**config.mk**
```make
export PLATFORM = sky130hd
export DESIGN_NAME = u400_sdram_arbiter
export DESIGN_NICKNAME = d
export VERILOG_FILES = /design/src/rtl/u400_arb_pkg.sv /design/src/rtl/u400_refresh_timer.sv /design/src/rtl/u400_sdram_arbiter.sv
export SDC_FILE = /design/constraint.sdc
export NUM_CORES = 1
export LEC_CHECK = 0
export ABC_AREA = 1
export BUFFER_PORTS_ARGS = -buffer_cell sky130_fd_sc_hd__buf_2
export CAP_MARGIN = 20
export CORE_MARGIN = 4
export CORE_UTILIZATION = 45
export DETAILED_ROUTE_END_ITERATION = 12
export PLACE_DENSITY = 0.66
export SYNTH_ARGS = -nofsm -noshare
export SYNTH_HDL_FRONTEND = slang
export SYNTH_SLANG_ARGS = --single-unit
export TNS_END_PERCENT = 1
```
**constraint.sdc**
```tcl
create_clock -name CLK40 -period 1.46 [get_ports CLK40]
set_input_delay 0.219 -clock CLK40 [delete_from_list [all_inputs] [get_ports CLK40]]
set_output_delay 0.219 -clock CLK40 [all_outputs]
set_load 0.01 [all_outputs]
```
**src/rtl/u400_arb_pkg.sv**
```systemverilog
// u400_arb_pkg: shared state type and sizing constants for the U400 SDRAM
// refresh scheduler / access arbiter.
package u400_arb_pkg;

  // Width of the postponed-refresh counter (holds 0..15).
  localparam int PEND_W = 4;

  // Width of the refresh interval down-counter (covers intervals up to 4095).
  localparam int IVL_W = 12;

  localparam int DEF_REFRESH_INTERVAL = 312;
  localparam int DEF_MAX_PENDING      = 8;

  typedef enum logic [1:0] {
    ST_IDLE = 2'd0,
    ST_CPU  = 2'd1,
    ST_REF  = 2'd2
  } arb_state_e;

endpackage

```
**src/rtl/u400_refresh_timer.sv**
```systemverilog
// u400_refresh_timer: refresh interval down-counter, postponed-refresh
// counter, urgent compare and the optional lost-refresh flag.
// Optional feature macro: U400_REF_OVF_EN (builds the sticky overflow flag).
module u400_refresh_timer
  import u400_arb_pkg::*;
#(
  parameter int REFRESH_INTERVAL = DEF_REFRESH_INTERVAL,
  parameter int MAX_PENDING      = DEF_MAX_PENDING
) (
  input  logic              clk,
  input  logic              rst,
  input  logic              tick_en,
  input  logic              gnt_ref,
  output logic [PEND_W-1:0] pending,
  output logic              urgent,
  output logic              ovf
);

  localparam logic [IVL_W-1:0]  RELOAD   = IVL_W'(REFRESH_INTERVAL - 1);
  localparam logic [PEND_W-1:0] PEND_MAX = PEND_W'(MAX_PENDING);

  logic [IVL_W-1:0]  ivl_q, ivl_d;
  logic [PEND_W-1:0] pend_q, pend_d;
  logic              urgent_q, urgent_d;
  logic              tick;

  // Interval counter: parked at the reload value until init is done, then
  // counts down and raises a tick on the cycle it reads zero.
  always_comb begin
    tick  = 1'b0;
    ivl_d = ivl_q;
    if (!tick_en) begin
      ivl_d = RELOAD;
    end else if (ivl_q == '0) begin
      tick  = 1'b1;
      ivl_d = RELOAD;
    end else begin
      ivl_d = ivl_q - IVL_W'(1);
    end
  end

  // Pending counter: tick adds, a refresh grant removes, both together cancel;
  // a tick at the ceiling is dropped. Urgent is registered alongside the count.
  always_comb begin
    pend_d = pend_q;
    if (tick && !gnt_ref && (pend_q != PEND_MAX)) begin
      pend_d = pend_q + PEND_W'(1);
    end else if (!tick && gnt_ref && (pend_q != '0)) begin
      pend_d = pend_q - PEND_W'(1);
    end
    urgent_d = (pend_d == PEND_MAX);
  end

  // Counter state registers.
  always_ff @(posedge clk or posedge rst) begin
    if (rst) begin
      ivl_q    <= RELOAD;
      pend_q   <= '0;
      urgent_q <= 1'b0;
    end else begin
      ivl_q    <= ivl_d;
      pend_q   <= pend_d;
      urgent_q <= urgent_d;
    end
  end

  assign pending = pend_q;
  assign urgent  = urgent_q;

`ifdef U400_REF_OVF_EN
  logic ovf_q, ovf_d;

  // A tick at the ceiling with no refresh being granted is a lost refresh.
  always_comb begin
    ovf_d = ovf_q | (tick && !gnt_ref && (pend_q == PEND_MAX));
  end

  // Sticky overflow flag, cleared only by reset.
  always_ff @(posedge clk or posedge rst) begin
    if (rst) begin
      ovf_q <= 1'b0;
    end else begin
      ovf_q <= ovf_d;
    end
  end

  assign ovf = ovf_q;
`else
  assign ovf = 1'b0;
`endif

endmodule

```
**src/rtl/u400_sdram_arbiter.sv**
```systemverilog
// u400_sdram_arbiter: grants the SDRAM command sequencer to either a decoded
// 68040 RAM-space transfer or an auto-refresh, one operation at a time.
// Optional feature macro: U400_REF_OVF_EN (sticky lost-refresh flag on REF_OVF).
//
// state | meaning
// IDLE  | sequencer free; choose urgent refresh > CPU > opportunistic refresh
// CPU   | CPU access in progress, wait for CYCLE_DONE
// REF   | auto-refresh in progress, wait for CYCLE_DONE
module u400_sdram_arbiter
  import u400_arb_pkg::*;
#(
  parameter int REFRESH_INTERVAL = DEF_REFRESH_INTERVAL,
  parameter int MAX_PENDING      = DEF_MAX_PENDING
) (
  input  logic              CLK40,
  input  logic              RESET,
  input  logic              INIT_DONE,
  input  logic              TS_RAM,
  input  logic              CYCLE_DONE,
  output logic              GNT_CPU,
  output logic              GNT_REF,
  output logic              CPU_WAIT,
  output logic              REF_URGENT,
  output logic [PEND_W-1:0] REF_PENDING,
  output logic              REF_OVF
);

  arb_state_e        state_q, state_d;
  logic              cpu_lat_q, cpu_lat_d;
  logic              gnt_cpu_q, gnt_cpu_d;
  logic              gnt_ref_q, gnt_ref_d;
  logic [PEND_W-1:0] ref_pending;
  logic              ref_urgent;
  logic              ref_ovf;

  u400_refresh_timer #(
    .REFRESH_INTERVAL (REFRESH_INTERVAL),
    .MAX_PENDING      (MAX_PENDING)
  ) u_refresh_timer (
    .clk     (CLK40),
    .rst     (RESET),
    .tick_en (INIT_DONE),
    .gnt_ref (gnt_ref_q),
    .pending (ref_pending),
    .urgent  (ref_urgent),
    .ovf     (ref_ovf)
  );

  // Next-state and grant decision; grants are one-cycle registered pulses.
  always_comb begin
    state_d   = state_q;
    gnt_cpu_d = 1'b0;
    gnt_ref_d = 1'b0;
    case (state_q)
      ST_IDLE: begin
        if (INIT_DONE) begin
          if (ref_urgent) begin
            gnt_ref_d = 1'b1;
            state_d   = ST_REF;
          end else if (cpu_lat_q) begin
            gnt_cpu_d = 1'b1;
            state_d   = ST_CPU;
          end else if (ref_pending != '0) begin
            gnt_ref_d = 1'b1;
            state_d   = ST_REF;
          end
        end
      end
      ST_CPU, ST_REF: begin
        if (CYCLE_DONE) begin
          state_d = ST_IDLE;
        end
      end
      default: state_d = ST_IDLE;
    endcase
  end

  // CPU request latch: captured only in IDLE with nothing held, dropped on grant.
  always_comb begin
    cpu_lat_d = cpu_lat_q;
    if (gnt_cpu_d) begin
      cpu_lat_d = 1'b0;
    end else if (TS_RAM && (state_q == ST_IDLE) && !cpu_lat_q) begin
      cpu_lat_d = 1'b1;
    end
  end

  // FSM, latch and grant registers.
  always_ff @(posedge CLK40 or posedge RESET) begin
    if (RESET) begin
      state_q   <= ST_IDLE;
      cpu_lat_q <= 1'b0;
      gnt_cpu_q <= 1'b0;
      gnt_ref_q <= 1'b0;
    end else begin
      state_q   <= state_d;
      cpu_lat_q <= cpu_lat_d;
      gnt_cpu_q <= gnt_cpu_d;
      gnt_ref_q <= gnt_ref_d;
    end
  end

  assign GNT_CPU     = gnt_cpu_q;
  assign GNT_REF     = gnt_ref_q;
  assign CPU_WAIT    = cpu_lat_q;
  assign REF_URGENT  = ref_urgent;
  assign REF_PENDING = ref_pending;
  assign REF_OVF     = ref_ovf;

endmodule

```
# --- Yosys cells after proc, flatten, opt, wreduce, memory -nomap -nowiden ---
# Cells that the tools add are included.
word_totals:
  register_bits: 22
  in_bits: 5
  output_inout_bits: 9
  word_cells: 55
classes:
  n_addsub: 3
  n_eq_ne: 7
  mux: 23
  n_reduce_logical: 15
ops:
  columns: ["operator", "n"]
  rows:
  - ["2-to-1 mux 12 bit", 2]
  - ["2-to-1 mux 1 bit", 13]
  - ["zero test 12 bit", 1]
  - ["subtractor 12 x 1 -> 12 bit, second input constant", 1]
  - ["2-to-1 mux 2 bit", 5]
  - ["2-to-1 mux 4 bit", 2]
  - ["logical AND 1 bit", 6]
  - ["adder 4 x 1 -> 4 bit, second input constant", 1]
  - ["equality test 4 bit, second input constant", 1]
  - ["inequality test 2 bit, second input constant", 2]
  - ["inequality test 4 x 3 -> 1 bit, second input constant", 1]
  - ["inequality test 4 bit, second input constant", 1]
  - ["one-hot mux 2 bit (2 select lines)", 1]
  - ["nonzero test 4 bit", 1]
  - ["subtractor 4 x 1 -> 4 bit, second input constant", 1]
  - ["zero test 1 bit", 3]
  - ["AND reduction 3 bit", 1]
  - ["equality test 2 x 1 -> 1 bit, second input constant", 1]
  - ["equality test 2 bit, second input constant", 1]
  - ["zero test 2 bit", 1]
  - ["nonzero test 2 bit", 1]
  - ["OR reduction 2 bit", 1]

# --- Depth between registers and ports, before layout ---
depth:
  depth_word: 9
  mapped_depth: 11
  mapped_depth_nobuf: 11

# --- Hierarchy ---
# Synthesis repeated with hierarchy kept, for this count alone.
hier_totals:
  cells_unflattened: 171
  hier_area_um2: 1391.3
modules_own_cells:
  columns: ["mod", "n_inst", "cells_per_inst", "area_per_inst_um2", "seq_area_each_um2"]
  rows:
  - ["u400_refresh_timer", 1, 136, 1109.8, 432.9]
  - ["u400_sdram_arbiter", 1, 35, 281.5, 125.1]

# --- Worst setup path before layout ---
# OpenSTA, ideal clock, no wires.
synth_path:
  path_kind: "register to register"
  from: "reg u_refresh_timer.pend_q[0], in the netlist u_refresh_timer.pending[0]"
  to: "reg u_refresh_timer.urgent_q, in the netlist u_refresh_timer.urgent"
  setup_time_ns: 0.069
  arrival_ns: 1.446
  required_ns: 1.391
  path_slack_ns: -0.055
  stages_incl_launch_ff: 12
  path_buffers: 0
  period_less_slack_ns: 1.515
  path_cell_list: "dfrtp_1 inv_1 ha_1 nand2_1 nor2_2 nor2_2 nand2_2 nand2_1 nand2_1 nand2_1 nand3_1 nor2_2"
synth_via:
  elab_chain_len: 5
  elab_cells_between_ends: 9
  classes_between: "add/sub (2); eq/ne (2); mux (2); reduce/logical (3)"
synth_lines:
  columns: ["item", "line_no", "source"]
  rows:
  - ["from (decl)", "u400_refresh_timer.sv:23", "logic [PEND_W-1:0] pend_q, pend_d;"]
  - ["from (signal assigned)", "u400_refresh_timer.sv:62", "pend_q <= pend_d;"]
  - ["parallel branches: the longest is 3 deep, another holds subtractor 4 x 1 -> 4 bit", null, null]
  - ["2-to-1 mux 4 bit (*)", "u400_refresh_timer.sv:46", "if (tick && !gnt_ref && (pend_q != PEND_MAX)) begin"]
  - ["equality test 4 bit (*)", "u400_refresh_timer.sv:51", "urgent_d = (pend_d == PEND_MAX);"]
  - ["via u_refresh_timer.urgent_d", "u400_refresh_timer.sv:24", "logic urgent_q, urgent_d;"]
  - ["to (signal assigned)", "u400_refresh_timer.sv:63", "urgent_q <= urgent_d;"]
  - ["to (decl)", "u400_refresh_timer.sv:24", null]
# Mark *: on every way through the listed nets, which the timed path passes.
# A chain may end at the register's enable or synchronous reset.

# --- Worst setup path after layout ---
layout_path:
  from: "reg u_refresh_timer.ivl_q[0]"
  to: "reg u_refresh_timer.pend_q[2], in the netlist u_refresh_timer.pending[2]"
layout_via:
  elab_chain_len: 8
  elab_cells_between_ends: 10
  classes_between: "mux (4); reduce/logical (6)"
layout_lines:
  columns: ["item", "line_no", "source"]
  rows:
  - ["from (decl)", "u400_refresh_timer.sv:22", "logic [IVL_W-1:0] ivl_q, ivl_d;"]
  - ["from (signal assigned)", "u400_refresh_timer.sv:61", "ivl_q <= ivl_d;"]
  - ["zero test 12 bit (*)", "u400_refresh_timer.sv:34", "end else if (ivl_q == '0) begin"]
  - ["2-to-1 mux 1 bit (*)", "u400_refresh_timer.sv:34", null]
  - ["2-to-1 mux 1 bit (*)", "u400_refresh_timer.sv:32", "if (!tick_en) begin"]
  - ["zero test 1 bit", "u400_refresh_timer.sv:48", "end else if (!tick && gnt_ref && (pend_q != '0)) begin"]
  - ["logical AND 1 bit (2 in series)", "u400_refresh_timer.sv:48", null]
  - ["2-to-1 mux 4 bit", "u400_refresh_timer.sv:48", null]
  - ["2-to-1 mux 4 bit (*)", "u400_refresh_timer.sv:46", null]
  - ["via u_refresh_timer.pend_d[2]", "u400_refresh_timer.sv:23", null]
# The timed path passes the listed nets; every way through them passes the cells marked *.

==> metrics.yaml <==
timing:
  finalHoldViolations: 0
  max_freq_ghz: 0.622
  maxSlewViolCount: 0
  fin_crit_ps: 1610
  setup_violations: 3
  timing.final.crit_share_pct: 110
  unrepaired_setup_endpoints_after_global_routing: "yes"
  finalClockSkew_ps: 6.32
  timing.hold.ws_ps: 143
  timing.final.ws_setup_ps: -148
run_status:
  run_status: "complete, but fails checks"
  violations_in_the_final_reports: "setup timing"
layout:
  fillCellCount: 232
  antenna-diode-count: 0
  register_area_um2: 561
  multiInputGateArea_um2: 798
  number_of_non_filler_instances_in_the_completed_layout: 234
  synthToLayoutAreaGrowth_pct: 29.0
  layout_cells_sized_above_1_pct: 42.4
  finalNetCount: 214
cts:
  htreeDepth: 1
  worst_skew_pair.late_latency_ps: 320
  tritoncts: "yes"
  cts_inserted_buffers: 3
  max-clock-path-buffers: 2
  clock_sink_count: 22
  cts_root_buf: "clkbuf_4"
  path_clk_slew_ps: 130
synthesis:
  post_synth_xor_area_fraction_pct: 3.85
  synth_enable_flop_cells: 0
  yosys_most_used_dff: "dfrtp_1"
  share_of_the_synthesized_area_in_compound_gates_ao_oa_aoi_oai_pct: 6.61
  synth-seq-area-share_pct: 40.9
  synth-seq-cells: 22
  synth_fp_nets: 176
  async_flop_share_pct: 100
  main_combinational_cell_family_by_area_after_synthesis: "simple AND/OR/NAND/NOR gates"
  yosys-mux-area-fraction_pct: 0
  synthDistinctLibCells: 31
  syn_area_per_cell_um2: 8.22
  synthesized_area_fraction_occupied_by_and_or_nand_nor_cells_pct: 35.6
  syn_inst: 166
  yosys_warnings: 0
  synth_adder_area_share_pct: 4.59
  synth_area_um2: 1360
floorplan:
  dieArea_um2: 3980
  die_h_um: 63.1
  starting_density_of_the_core_pct: 48.2
  floorplan.io_pins: 14
  num_rows: 19
  fp.dieW_um: 63.1
  core_um2: 2830
routing:
  route.antenna.remaining_nets: 0
  wl_per_cell_um: 12.5
  firstDrtPassIters: 4
  first_iter_violations: 40
  route.vias.total: 1200
  avgViaCountPerCell: 5.13
  remaining_drc_errors: 0
  final_routed_wirelength_across_all_metal_layers_um: 2920
worst_setup_path:
  worst_ep_required_time_ps: 1700
  rr_startpoint: "u_refresh_timer.ivl_q[0]$_DFF_PP1_"
  worst_setup_start_kind: "register"
  startpoint: "u_refresh_timer.ivl_q[0]$_DFF_PP1_"
  critical_path_class: "reg2reg"
  crit_arrival_ps: 1850
  endpoint_kind: "register"
  crit_fanout: 6
global_route:
  gr-usage-all-layers_pct: 15.5
  number_of_global_route_vias_before_repair: 1170
  grt.busiest_layer: "met2"
  grt_first_pass_wirelength_um: 5010
  grt_max_degree: 23
  globalRouteMet3Util_pct: 2.13
  use_met2_pct: 26.0
  gr-total-overflow: 0
  use_met1_pct: 19.6
  grt_antenna_before_repair: 0
job:
  timing.max_cap.violations: 0
power_and_ir_drop:
  pwr_density_nw_per_um2: 1310
  p_leak_nw: 0.850
  irDropWorstVdd_v: 0.000889
placement:
  post-place-cells: 221
  final_hpwl_from_detailed_placement_um: 2090
  finalWeightedCongestion: 0.885
  place.port_buffers: 12
worst_hold_path:
  holdCritPathClass: "in2reg"
  worst_min_path_start: "TS_RAM"
-- worst max-delay path: stages, from the launching register on --
cell     delay [ps]
dfstp_2         560
inv_2            50
ha_4            170
nand2_4          80
nor2_8           40
nand3_4         100
nand3_2          90
nand2_2          70
nor2_1           50
nor2_2          140
buf_4           140
inv_1            30
-- synthesized netlist by cell type (2+ instances only) --
master | number | area [µm²]
o21ai_1 | 2 | 10.0
nand4_1 | 3 | 18.8
dfrtp_1 | 16 | 400
xor2_1 | 3 | 26.3
ha_1 | 5 | 62.6
inv_2 | 3 | 11.3
nor3_1 | 4 | 20.0
o21ai_0 | 4 | 20.0
nor2_2 | 5 | 31.3
inv_1 | 23 | 86.3
nand3_1 | 13 | 65.1
a21oi_1 | 8 | 40.0
dfstp_2 | 6 | 158
xnor2_1 | 3 | 26.3
nor2_1 | 20 | 75.1
nor2_8 | 2 | 40.0
nand2_1 | 29 | 109
nor2_4 | 2 | 22.5
nand2_4 | 3 | 33.8
-- final timing paths --
| check | endpoint | slack, ps | depth (start not counted) |
|---|---|---|---|
| max | u_refresh_timer.pending[2]$_DFF_PP0_ | -150 | 11 |
| max reg2reg | u_refresh_timer.pending[2]$_DFF_PP0_ | -150 | 11 |
| min in group asynchronous | GNT_CPU$_DFF_PP0_ | 460 | 4 |
| min reg2reg | u_refresh_timer.ivl_q[0]$_DFF_PP1_ | 470 | 1 |
| max in group asynchronous | u_refresh_timer.ivl_q[0]$_DFF_PP1_ | 720 | 4 |
| min | CPU_WAIT$_DFFE_PP0P_ | 140 | 3 |
-- timing repair --
action                                  CTS  global route
pin swaps                                 8            17
endpoints found under the setup margin    4            13
endpoints found under the hold margin    16             0
buffers inserted                          3             5
resized for setup                         8            16
hold buffers                              1             0
-- where the power goes --
group          total [mW]  internal (mW)  switching (mW)
Sequential          0.834          0.734          0.0998
Combinational        1.16          0.528           0.637
Clock               0.306          0.107           0.198
Total                2.30           1.37           0.935
-- kinds of logic (layout without fill, tap and decap cells) --
| group | count (synthesis) | count (layout) |
|---|---|---|
| adders and majority gates | 5 | 5 |
| AOI/OAI and AO/OA | 16 | 16 |
| DFF | 22 | 22 |
| other | 1 | 1 |
| and+or+nand+nor | 88 | 88 |
| buffers and inverters | 28 | 65 |
| xor gates and xnor gates | 6 | 6 |
-- metrics by stage --
| stage | worst slack, ps | utilization (%) | TNS [ps] | power (mW) | area, µm² |
|---|---|---|---|---|---|
| 3_3_place_gp | -67.5 | 55.5 | -87.2 | 1.78 | 1570 |
| 4_1_cts | -110 | 58.6 | -121 | 2.16 | 1660 |
| 6_report | -148 | 62.2 | -303 | 2.30 | 1760 |
| 5_1_grt | -199 | 62.2 | -991 | 2.50 | 1760 |
| 2_1_floorplan | 4.64 | - | 0 | 1.47 | 1380 |
| 3_5_place_dp | -140 | 55.5 | -229 | 1.80 | 1570 |
-- layer usage --
metal  routed length, µm  vias to the layer above
met5                   0                        -
met3                  93                        5
met4                  51                        0
met2                1400                       19
li1                    -                      598
met1                1380                      578
-- placed cells by master, fill, tap and decap left out, types with 2 or more instances in the layout --
cell type and count:
a21oi_1 7, buf_2 12, buf_4 20, clkbuf_4 3, dfrtp_1 14, dfrtp_2 2, dfstp_2 6, ha_1 2
ha_4 2, inv_1 19, inv_2 7, nand2_1 22, nand2_2 7, nand2_4 4, nand3_1 8, nand3_2 6
nand4_1 3, nor2_1 20, nor2_2 3, nor2_4 4, nor2_8 2, nor3_1 4, o21ai_0 4, o21ai_1 2
xnor2_1 3, xor2_1 3
-- registers in the layout, summed over array words and instances, names as in the netlist --
register                 cells
u_refresh_timer.urgent       1
GNT_REF                      1
u_refresh_timer.ivl_q       12
state_q                      2
u_refresh_timer.pending      4
CPU_WAIT                     1
GNT_CPU                      1
-- cell type report --
type	count	area share [%]
sequential	22	31.9
inverter	27	5.90
multi-input combinational	116	45.4
timing repair buffer	34	13.2
tap	31	2.20
clock buffer	4	1.49
No activity file was read; power rests on OpenSTA's default activity.
